[config.mk]
export PLATFORM = sky130hd
export DESIGN_NAME = hazard_scheduler
export DESIGN_NICKNAME = d
export VERILOG_FILES = /design/src/rtl/hazard_pkg.sv /design/src/rtl/sat_counter.sv /design/src/rtl/hazard_scheduler.sv
export SDC_FILE = /design/constraint.sdc
export NUM_CORES = 1
export LEC_CHECK = 0
export ABC_CLOCK_PERIOD_IN_PS = 3250
export CAP_MARGIN = 0
export CORE_MARGIN = 2
export CORE_UTILIZATION = 41
export CTS_BUF_LIST = sky130_fd_sc_hd__clkbuf_8
export DETAILED_ROUTE_END_ITERATION = 16
export GPL_ROUTABILITY_DRIVEN = 0
export PLACE_DENSITY = 0.75
export SYNTH_ARGS = -nofsm -noshare
export SYNTH_HDL_FRONTEND = slang
export SYNTH_SLANG_ARGS = --single-unit
[constraint.sdc]
create_clock -name clk -period 3.25 [get_ports clk]
set_clock_uncertainty 0.1 [all_clocks]
set_input_delay 0.65 -clock clk [delete_from_list [all_inputs] [get_ports clk]]
set_output_delay 0.65 -clock clk [all_outputs]
set_load 0.05 [all_outputs]
[src/rtl/hazard_pkg.sv]
// Shared types and constants for the pipeline hazard scheduler.
package hazard_pkg;

  typedef enum logic [1:0] {
    FWD_RF = 2'b00,
    FWD_W  = 2'b01,
    FWD_M  = 2'b10
  } fwd_sel_t;

  typedef enum logic {
    RUN      = 1'b0,
    MEM_WAIT = 1'b1
  } sched_state_t;

  // Architectural zero register; never a forwarding or hazard source.
  localparam int unsigned REG_ZERO = 0;

endpackage

[src/rtl/sat_counter.sv]
// Saturating up-counter with synchronous clear taking priority over increment.
module sat_counter
  import hazard_pkg::*;
#(
  parameter int unsigned CNT_W = 16
) (
  input  logic             clk,
  input  logic             reset,
  input  logic             inc,
  input  logic             clr,
  output logic [CNT_W-1:0] count
);

  logic [CNT_W-1:0] count_q, count_d;

  always_comb begin
    count_d = count_q;
    if (clr) begin
      count_d = '0;
    end else if (inc && (count_q != '1)) begin
      count_d = count_q + 1'b1;
    end
  end

  always_ff @(posedge clk or posedge reset) begin
    if (reset) begin
      count_q <= '0;
    end else begin
      count_q <= count_d;
    end
  end

  assign count = count_q;

endmodule

[src/rtl/hazard_scheduler.sv]
// Pipeline hazard controller: forwarding selects, load-use stalls, branch flushes,
// memory-wait freeze with watchdog, and stall/flush performance counters.
module hazard_scheduler
  import hazard_pkg::*;
#(
  parameter int unsigned REG_W       = 5,
  parameter int unsigned CNT_W       = 16,
  parameter int unsigned MEM_TIMEOUT = 64
) (
  input  logic             clk,
  input  logic             reset,
  input  logic [REG_W-1:0] RS1D,
  input  logic [REG_W-1:0] RS2D,
  input  logic [REG_W-1:0] RS1E,
  input  logic [REG_W-1:0] RS2E,
  input  logic [REG_W-1:0] RDE,
  input  logic             RegWriteE,
  input  logic             ResultSrcE,
  input  logic             PCSrcE,
  input  logic [REG_W-1:0] RdM,
  input  logic [REG_W-1:0] RdW,
  input  logic             RegWriteM,
  input  logic             RegWriteW,
  input  logic             mem_req,
  input  logic             mem_ready,
  input  logic             clr_cnt,
  output logic [1:0]       ForwardAE,
  output logic [1:0]       ForwardBE,
  output logic             StallF,
  output logic             StallD,
  output logic             StallE,
  output logic             StallM,
  output logic             FlushD,
  output logic             FlushE,
  output logic             FlushW,
  output logic             mem_err,
  output logic [CNT_W-1:0] stall_cnt,
  output logic [CNT_W-1:0] flush_cnt
);

  localparam int unsigned WAIT_W = $clog2(MEM_TIMEOUT);
  localparam logic [WAIT_W-1:0] TIMEOUT_LAST = WAIT_W'(MEM_TIMEOUT - 1);
  localparam logic [REG_W-1:0]  RZ = REG_W'(REG_ZERO);

  sched_state_t      state_q, state_d;
  logic [WAIT_W-1:0] wait_cnt_q, wait_cnt_d;
  logic              mem_err_q, mem_err_d;
  logic              lw_hz;
  logic              freeze;
  logic              branch_flush;

  function automatic fwd_sel_t fwd_sel(input logic [REG_W-1:0] rs);
    if (RegWriteM && (RdM != RZ) && (RdM == rs)) begin
      return FWD_M;
    end else if (RegWriteW && (RdW != RZ) && (RdW == rs)) begin
      return FWD_W;
    end
    return FWD_RF;
  endfunction

  assign lw_hz = ResultSrcE & RegWriteE & (RDE != RZ) & ((RDE == RS1D) | (RDE == RS2D));

  always_ff @(posedge clk or posedge reset) begin
    if (reset) begin
      state_q    <= RUN;
      wait_cnt_q <= '0;
      mem_err_q  <= 1'b0;
    end else begin
      state_q    <= state_d;
      wait_cnt_q <= wait_cnt_d;
      mem_err_q  <= mem_err_d;
    end
  end

  always_comb begin
    state_d    = state_q;
    wait_cnt_d = wait_cnt_q;
    mem_err_d  = mem_err_q;
    unique case (state_q)
      RUN: begin
        if (mem_req && !mem_ready) begin
          state_d    = MEM_WAIT;
          wait_cnt_d = WAIT_W'(1);
        end
      end
      MEM_WAIT: begin
        if (mem_ready) begin
          state_d    = RUN;
          wait_cnt_d = '0;
        end else if (wait_cnt_q == TIMEOUT_LAST) begin
          // Watchdog: give up on the access and let the pipeline move again.
          state_d    = RUN;
          wait_cnt_d = '0;
          mem_err_d  = 1'b1;
        end else begin
          wait_cnt_d = wait_cnt_q + 1'b1;
        end
      end
    endcase
  end

  always_comb begin
    ForwardAE    = FWD_RF;
    ForwardBE    = FWD_RF;
    freeze       = 1'b0;
    branch_flush = 1'b0;
    StallF       = 1'b0;
    StallD       = 1'b0;
    StallE       = 1'b0;
    StallM       = 1'b0;
    FlushD       = 1'b0;
    FlushE       = 1'b0;
    FlushW       = 1'b0;
    if (!reset) begin
      ForwardAE = fwd_sel(RS1E);
      ForwardBE = fwd_sel(RS2E);
      unique case (state_q)
        RUN: begin
          if (mem_req && !mem_ready) begin
            freeze = 1'b1;
          end else if (PCSrcE) begin
            branch_flush = 1'b1;
            FlushD       = 1'b1;
            FlushE       = 1'b1;
          end else if (lw_hz) begin
            StallF = 1'b1;
            StallD = 1'b1;
            FlushE = 1'b1;
          end
        end
        MEM_WAIT: begin
          freeze = !mem_ready && (wait_cnt_q != TIMEOUT_LAST);
        end
      endcase
      if (freeze) begin
        StallF = 1'b1;
        StallD = 1'b1;
        StallE = 1'b1;
        StallM = 1'b1;
        FlushW = 1'b1;
      end
    end
  end

  assign mem_err = mem_err_q;

  sat_counter #(
    .CNT_W(CNT_W)
  ) u_stall_cnt (
    .clk  (clk),
    .reset(reset),
    .inc  (StallF),
    .clr  (clr_cnt),
    .count(stall_cnt)
  );

  sat_counter #(
    .CNT_W(CNT_W)
  ) u_flush_cnt (
    .clk  (clk),
    .reset(reset),
    .inc  (branch_flush),
    .clr  (clr_cnt),
    .count(flush_cnt)
  );

endmodule

Word level (Yosys, flattened, before mapping)
Cells that the tools add are included.
- output and inout port bits: 44
- input bits: 45
- register bits: 40
- add/sub/neg operators: 3
- reduce and logical (&&, ||, !) cells: 17
- equal/unequal tests: 11
- multiplexer cells: 44
- bitwise operators: 6
- operators by type and width (kind ; count):
    $mux W16 ; 4
    $add A16 B1 Y16 const B ; 2
    $ne A16 B16 Y1 const B ; 2
    $eq A5 B5 Y1 ; 6
    $mux W1 ; 26
    $mux W6 ; 3
    $mux W2 ; 8
    $reduce_bool A5 Y1 ; 3
    $pmux W6 S2 ; 1
    $logic_and A1 B1 Y1 ; 10
    $add A6 B1 Y6 const B ; 1
    $eq A6 B6 Y1 const B ; 1
    $ne A6 B6 Y1 const B ; 1
    $pmux W1 S2 ; 2
    $reduce_bool A2 Y1 ; 2
    $and A1 B1 Y1 ; 3
    $reduce_and A3 Y1 ; 1
    $ne A2 B2 Y1 const B ; 1
    $not A1 Y1 ; 2
    $logic_not A1 Y1 ; 1
    $or A1 B1 Y1 ; 1

Logic depth before layout (Yosys ltp)
Gate-level depths: netlist of run 1.
- word-level depth: 12
- depth in mapped cells: 9
- mapped depth without buffers: 7

By module
From an unflattened synthesis of run 1, not the netlist that was laid out.
- cell total of the unflattened synthesis: 302
- area, all modules: 2722.6 um2
- by module, submodules not included (module ; cells each ; times used ; area each (um2)):
    sat_counter ; 101 ; 2 ; 932.1
    hazard_scheduler ; 100 ; 1 ; 858.3

Worst setup path before layout of run 1
No wires, ideal clock.
- kind: input -> output
- start point: in reset
- end point: out ForwardAE[0]
- data arrival time: 3.708 ns
- data required time: 2.500 ns
- stages on the path: 4
- path slack: -1.208 ns
- cells stage by stage: inv_1 > o211ai_1 > or4_1 > nor4_1
- cells in the longest elaborated chain, start to end: 1
- RTL lines (element ; line ; source):
    start: declaration ; hazard_scheduler.sv:11 ; input logic reset,
    $mux W2 ; hazard_scheduler.sv:114 ; if (!reset) begin
    end: declaration ; hazard_scheduler.sv:27 ; output logic [1:0] ForwardAE,
Every way passes these cells.

Final worst setup path of run 1
- start point: in RdM[1]
- end point: out ForwardAE[0]
- cells in the longest elaborated chain, start to end: 7
- elaborated cells between the ends (all ways): 9
- those cells by class: eq/ne: 1; mux: 5; reduce/logical: 3
- RTL lines (element ; line ; source):
    start: declaration ; hazard_scheduler.sv:20 ; input logic [REG_W-1:0] RdM,
    $reduce_bool A5 Y1 ; hazard_scheduler.sv:53 ; if (RegWriteM && (RdM != RZ) && (RdM == rs)) begin
    $logic_and A1 B1 Y1 ; hazard_scheduler.sv:53 ;
    $logic_and A1 B1 Y1 (*) ; hazard_scheduler.sv:53 ;
    $mux W1 ; hazard_scheduler.sv:53 ;
    $mux W1 ; hazard_scheduler.sv:114 ;
    $mux W2 (*) ; hazard_scheduler.sv:58 ; return FWD_RF;
    $mux W2 (*) ; hazard_scheduler.sv:114 ;
Every way passes the cells marked *; elsewhere a longest branch is shown, timed or not. The select of a mux whose other input is x is not followed.

==> results of run 1 <==
-- cell usage in the layout (no fill, tap or decap), types with 3 or more instances in the layout --
master           netlist  layout
o21ai_0               19      17
or3_1                 17      17
or4_1                  5       5
clkbuf_8               0       6
and4_1                 6       6
nand2_1               16      16
nor4_1                11       9
clkdlybuf4s50_1        0      77
ha_1                   3       3
nand4_1                5       5
inv_1                  9       7
xnor2_1               32      32
dfrtp_1               40      40
and2_1                 3       3
buf_4                  4      15
a21oi_1               18      18
a22o_1                 3       3
buf_12                 0      10
nor2_1                22      22
xor2_1                14      14
nor3_1                 6       6
nand3_1               16      16
and3_1                 4       4
-- Yosys cell counts (all sizes together) (2+ instances only) --
cell,count,area [sq um]
nand4,5,31.3
inv,9,33.8
xor2,14,123
nand2,16,60.1
nor3,6,30.0
a22o,3,26.3
or4,6,48.8
nor4,12,81.3
or3,17,106
clkbuf,4,15.0
dfrtp,40,1000
mux2i,2,20.0
o22ai,2,12.5
nor2b,2,15.0
o21ai,19,95.1
and4,6,52.6
ha,3,37.5
nand3,16,80.1
nor2,22,82.6
or2,2,12.5
and3,4,25.0
and2,3,18.8
xnor2,32,280
buf,11,73.8
a21oi,19,98.9
-- power groups by stage --
stage	Combinational (mW)	Clock [mW]	Sequential, mW
global placement	0.240	0	0.525
global route	0.264	0.459	0.518
CTS	0.245	0.441	0.516
finish	0.244	0.429	0.516
detailed placement	0.243	0	0.526
floorplan	0.116	0	0.530
-- worst max-delay path by stage --
stage	cells past startpoint	slack [ns]	end	from
floorplan	3	0.08	ForwardAE[1]	RdM[2]
global placement	6	-0.01	ForwardAE[0]	RdM[1]
detailed placement	6	-0.03	ForwardAE[0]	RdM[1]
CTS	6	0.05	ForwardBE[0]	RdM[1]
global route	6	-0.04	ForwardAE[0]	RdM[1]
finish	6	0.05	ForwardAE[0]	RdM[1]
-- cells by family after synthesis --
group                    after synthesis  share of synthesized area (%)
buffers and inverters                 24                           4.74
XOR/XNOR                              46                           15.6
AO/OA/AOI/OAI                         53                           12.7
adder cells (fa/ha/maj)                3                           1.45
flip-flops                            40                           38.7
multiplexers                           2                          0.773
AND/OR/NAND/NOR                      119                           26.1
-- metrics by stage --
step / power [mW] / util (%) / TNS (ns) / hold slack [ns] / cell area (sq um)
after CTS: 1.20 / 63.7 / 0 / 0.417 / 3840
after floorplan: 0.645 / - / 0 / 0.400 / 2630
after global routing: 1.24 / 63.8 / -0.0686 / 0.432 / 3850
after global placement: 0.765 / 61.6 / -0.0279 / 0.360 / 3710
after detailed placement: 0.769 / 61.6 / -0.0587 / 0.394 / 3710
final: 1.19 / 63.8 / 0 / 0.412 / 3850
-- cell type report --
cell class	count	area (sq um)
Timing Repair Buffer	102	1080
Clock buffer	6	82.6
Sequential cell	40	1000
Clock inverter	2	38.8
Inverter	9	37.5
Multi-Input combinational cell	223	1510
Tap cell	75	93.8
Fill cell	535	2180
-- per-layer routing --
layer | GRT usage, % | share of wire [%] | wire length [um]
met1 | 25.5 | 46 | 3110
met2 | 30.8 | 47 | 3190
met3 | 4.35 | 4.4 | 297
met4 | 7.48 | 2.8 | 188
met5 | 0 | 0 | 0
-- state kept, by name, indices dropped and copies added, names as in the netlist --
register           cells
state_q                1
wait_cnt_q             6
u_flush_cnt.count     16
mem_err                1
u_stall_cnt.count     16
-- critical path, delay by kind of cell --
kind                   cells  cell delay, ns
AO/OA/AOI/OAI              1            0.19
buffers and inverters      2            0.60
AND/OR/NAND/NOR            3            1.01
==> summary.md, run 1 <==
| Metric | Value |
|---|---|
| Clk pwr share | `36.1%` |
| Core area | `6030 sq um` |
| PnR worst setup slack | `0.0506 ns` |
| Logic pwr share | `20.5%` |
| Post CTS Setup Buffer Count | `0` |
| Fin crit period | `3.20 ns` |
| Hold depth | `1` |
| Via count | `2,441` |
| Post-synth ARST share | `100%` |
| Netlist cell types | `44` |
| Die Y-Extent | `83.5 um` |
| CP max FO | `3` |
| Gr ovfl total | `0` |
| First-pass GRT wire length | `11.1 mm` |
| Number of warnings issued by yosys | `0` |
| Worst vdd ir | `0.257 mV` |
| CP peak stage delay | `0.57 ns` |
| CTS tree | `built` |
| Critical path type | `in2out` |
| Status | `completed` |
| Fin nets | `429` |
| Final Cycle Share | `98.4%` |
| Setup violators final | `0` |
| Vias in the first global route | `~2,400` |
| Endpoint, Worst Hold | `mem_err` |
| Crit-path cells | `clkdlybuf4s50_1 -> or4_1 -> o21ai_2 -> nor3_1 -> nor4_4 -> buf_12` |
| Placed Cells | `roughly 450` |
| Gr usage total | `19.3%` |
| CTS max path bufs | `2` |
| CTS Hold Bufs | `0` |
| MaxCap Viol Count | `0` |
| Post-DRT Antenna Nets | `0` |
| Total Wirelength | `6.79 mm` |
| Slew Viols, Final | `0` |
| Register area share after synthesis | `38.7%` |
| Largest net degree at the start of global routing | `41` |
| Power share of the sequential group | `a little over two fifths` |
| Cell Count, Final, Fillers Out | `457` |
| Number of synthesized flops with an enable pin | `0` |
| Synth Cell Area | `2590 sq um` |
| Reg2reg setup slack | `0.87 ns` |
| #FFs+latches synth | `40` |
| Critical Path RT | `2.50 ns` |
| Switching Share | `26.0%` |
| Relative slew margins | `52.4%` |
| Die Wd | `83.5 um` |
| Detailed Routing Iterations Pass 1 | `4` |
| Reg2reg end | `u_stall_cnt.count[4]` |
| HP Class | `reg2reg` |
| Fmax achieved | `313 MHz` |
| CTS sink cnt | `40` |
| Buffers on Ports | `88` |
| FP Rows | `28` |
| Crit path capture type | `primary output` |
| Cells after synthesis | `~290` |
| Num CTS Buffers | `5` |
| P_sw | `~310 uW` |
| Syn_nets | `335` |
| Final hold vios | `0` |
| Synth Flop Type | `dfrtp_1` |
| Initial antenna violation count | `0` |
| CTS-repair resized insts | `1` |
| Vias/cell | `roughly 5.3` |
| Reg-to-Reg Start | `wait_cnt_q[0]` |
| Synth Area per Inst | `9.02 sq um` |
| Clk Latency, worst-skew pair | `0.29 ns` |
| Top Ports | `between 80 and 90` |
| WL/cell | `between 10 and 15 um` |
| HPWL Detailed | `5.09 mm` |
| Root buffer cell | `clkbuf_8` |
| Dpl ws | `-0.0336 ns` |
| # diodes | `0` |
| Worst-Margin Slew | `0.714 ns` |
| H-Tree Depth | `2` |
| Area Overhead vs Synth | `48.6%` |
| Fraction of layout cells with a size suffix above 1 | `12.8%` |
| Crit start category | `input pin` |
| Die area | `6970 sq um` |
| Internal power component | `about 900 uW` |
| Pwr per Cell Area | `309 nW/um^2` |
| Worst Path Arrival | `2.45 ns` |
| Initial Utilization | `43.0%` |
| Critical hold path startpoint | `mem_err` |
| Clk slew on worst S/H paths | `approximately 0.080 ns` |
| Worst r2r path cells | `8` |
| CP max-delay cell | `or4_1` |
| DRC | `0` |
| Initial DRC Count | `115` |
| Leakage | `1.47 nW` |
Power figures use the tool's default switching activity.
==> run 2, diff against run 1 <==
- CORE_UTILIZATION: 41 -> 47
- PLACE_DENSITY: 0.75 -> 0.85
==> summary.md, run 2 (synthesis gave the netlist of run 1 again) <==
| Metric | Value |
|---|---|
| Status | `completed` |
| Post CTS Setup Buffer Count | `0` |
| Relative slew margins | `50.1%` |
| Initial Utilization | `47.9%` |
| # diodes | `0` |
| First-pass GRT wire length | `between 10 and 15 mm` |
| Die area | `6120 sq um` |
| Post-DRT Antenna Nets | `0` |
| CTS Hold Bufs | `0` |
| Top Ports | `89` |
| Total Wirelength | `6.80 mm` |
| Final hold vios | `0` |
| Final Util | `70.0%` |
| Final Cycle Share | `98.3%` |
| Die Y-Extent | `78.2 um` |
| Critical path type | `in2out` |
| HPWL Detailed | `5.10 mm` |
| Clk slew on worst S/H paths | `0.08 ns` |
| Worst Path Arrival | `roughly 2.4 ns` |
| Most frequent cells in the layout | `77 x clkdlybuf4s50_1, 40 x dfrtp_1, 32 x xnor2_1` |
| Fin nets | `427` |
| Gr usage total | `22.5%` |
| Via count | `~2,500` |
| Crit start category | `input pin` |
| Die Wd | `78.2 um` |
| Slew Viols, Final | `0` |
| MaxCap Viol Count | `0` |
| Design Area, Final | `3780 sq um` |
| Vias/cell | `~5.6` |
| FP Rows | `27` |
| Setup violators final | `0` |
| HP Class | `reg2reg` |
| Fin crit period | `3.19 ns` |
| Leakage | `1.45 nW` |
| Dpl cell area | `3700 sq um` |
| DRC | `0` |
| Initial antenna violation count | `0` |
| CTS sink cnt | `40` |
| Power Total | `roughly 1.1 mW` |
| Clk Latency, worst-skew pair | `approximately 0.29 ns` |
| Largest net degree at the start of global routing | `41` |
| Detailed Routing Iterations Pass 1 | `5` |
| Buffers on Ports | `88` |
| CP max FO | `3` |
| WL/cell | `15.1 um` |
| Commonest non-fill, non-tap cell in the layout | `clkdlybuf4s50_1` |
| Core area | `5410 sq um` |
| Fmax achieved | `313 MHz` |
| Root buffer cell | `clkbuf_8` |
| Vias in the first global route | `~2,500` |
| Critical Path RT | `2.50 ns` |
| CTS tree | `built` |
| Pwr per Cell Area | `~290 nW/um^2` |
| Initial DRC Count | `133` |
| Gr ovfl total | `0` |
| Num CTS Buffers | `5` |
| Worst vdd ir | `0.205 mV` |
| H-Tree Depth | `2` |
| Worst-Margin Slew | `around 0.75 ns` |
| Area Overhead vs Synth | `46.2%` |
| CTS max path bufs | `2` |
| CTS-repair resized insts | `1` |
| Fraction of layout cells with a size suffix above 1 | `11.6%` |
| Crit path capture type | `primary output` |
run 2: changes by cell type in the layout (fill, tap and decap cells not counted), sizes merged:
cell	before	now
buf	25	23
inv	8	10
bufinv	1	0
clkbuf	6	5
run 2: layout make-up:
cell class,count,area [sq um]
fillers,437,1620
multi-input cells,223,1500
repair buffers,100,1070
flip-flops and latches,40,1000
well taps,72,90.1
clock buffers,5,68.8
inverters,9,37.5
clock inverters,3,16.3
run 2: path summary, 6_finish.rpt:
path,from,to,slack [ns],depth (start not counted)
min in group asynchronous,reset,u_flush_cnt.count[10],0.91,3
hold / removal,mem_err,mem_err,0.38,1
hold reg to reg,mem_err,mem_err,0.38,1
setup / recovery,RdM[1],ForwardAE[0],0.06,6
max in group asynchronous,reset,wait_cnt_q[0],1.79,3
setup reg to reg,wait_cnt_q[0],u_stall_cnt.count[10],0.82,8
run 2: metal layers:
metal	track usage [%]	vias to the layer above	wire length, um
met5	0	-	0
met4	6.14	0	105
met3	3.79	10	360
met2	38.7	82	3380
met1	29.2	1230	2960
li1	-	1209	-
run 2: critical path, stage by stage:
cell             delay [ns]
clkdlybuf4s50_1        0.42
or4_1                  0.55
o21ai_2                0.19
nor3_1                 0.12
nor4_4                 0.33
buf_12                 0.18
run 2: where the power goes:
part	leakage, nW	switching (mW)	internal (mW)
clock	0.0507	0.176	0.147
sequential	0.554	0.0112	0.505
combinational	0.851	0.121	0.122
run 2: metrics by stage:
step           instances  hold slack (ns)  setup TNS [ns]  setup WS, ns
2_1_floorplan        287            0.400               0        0.0774
3_3_place_gp         444            0.365               0       0.00736
3_5_place_dp         444            0.359         -0.0459       -0.0274
4_1_cts              452            0.382               0        0.0525
5_1_grt              452            0.401         -0.0772       -0.0427
6_report             452            0.377               0        0.0565
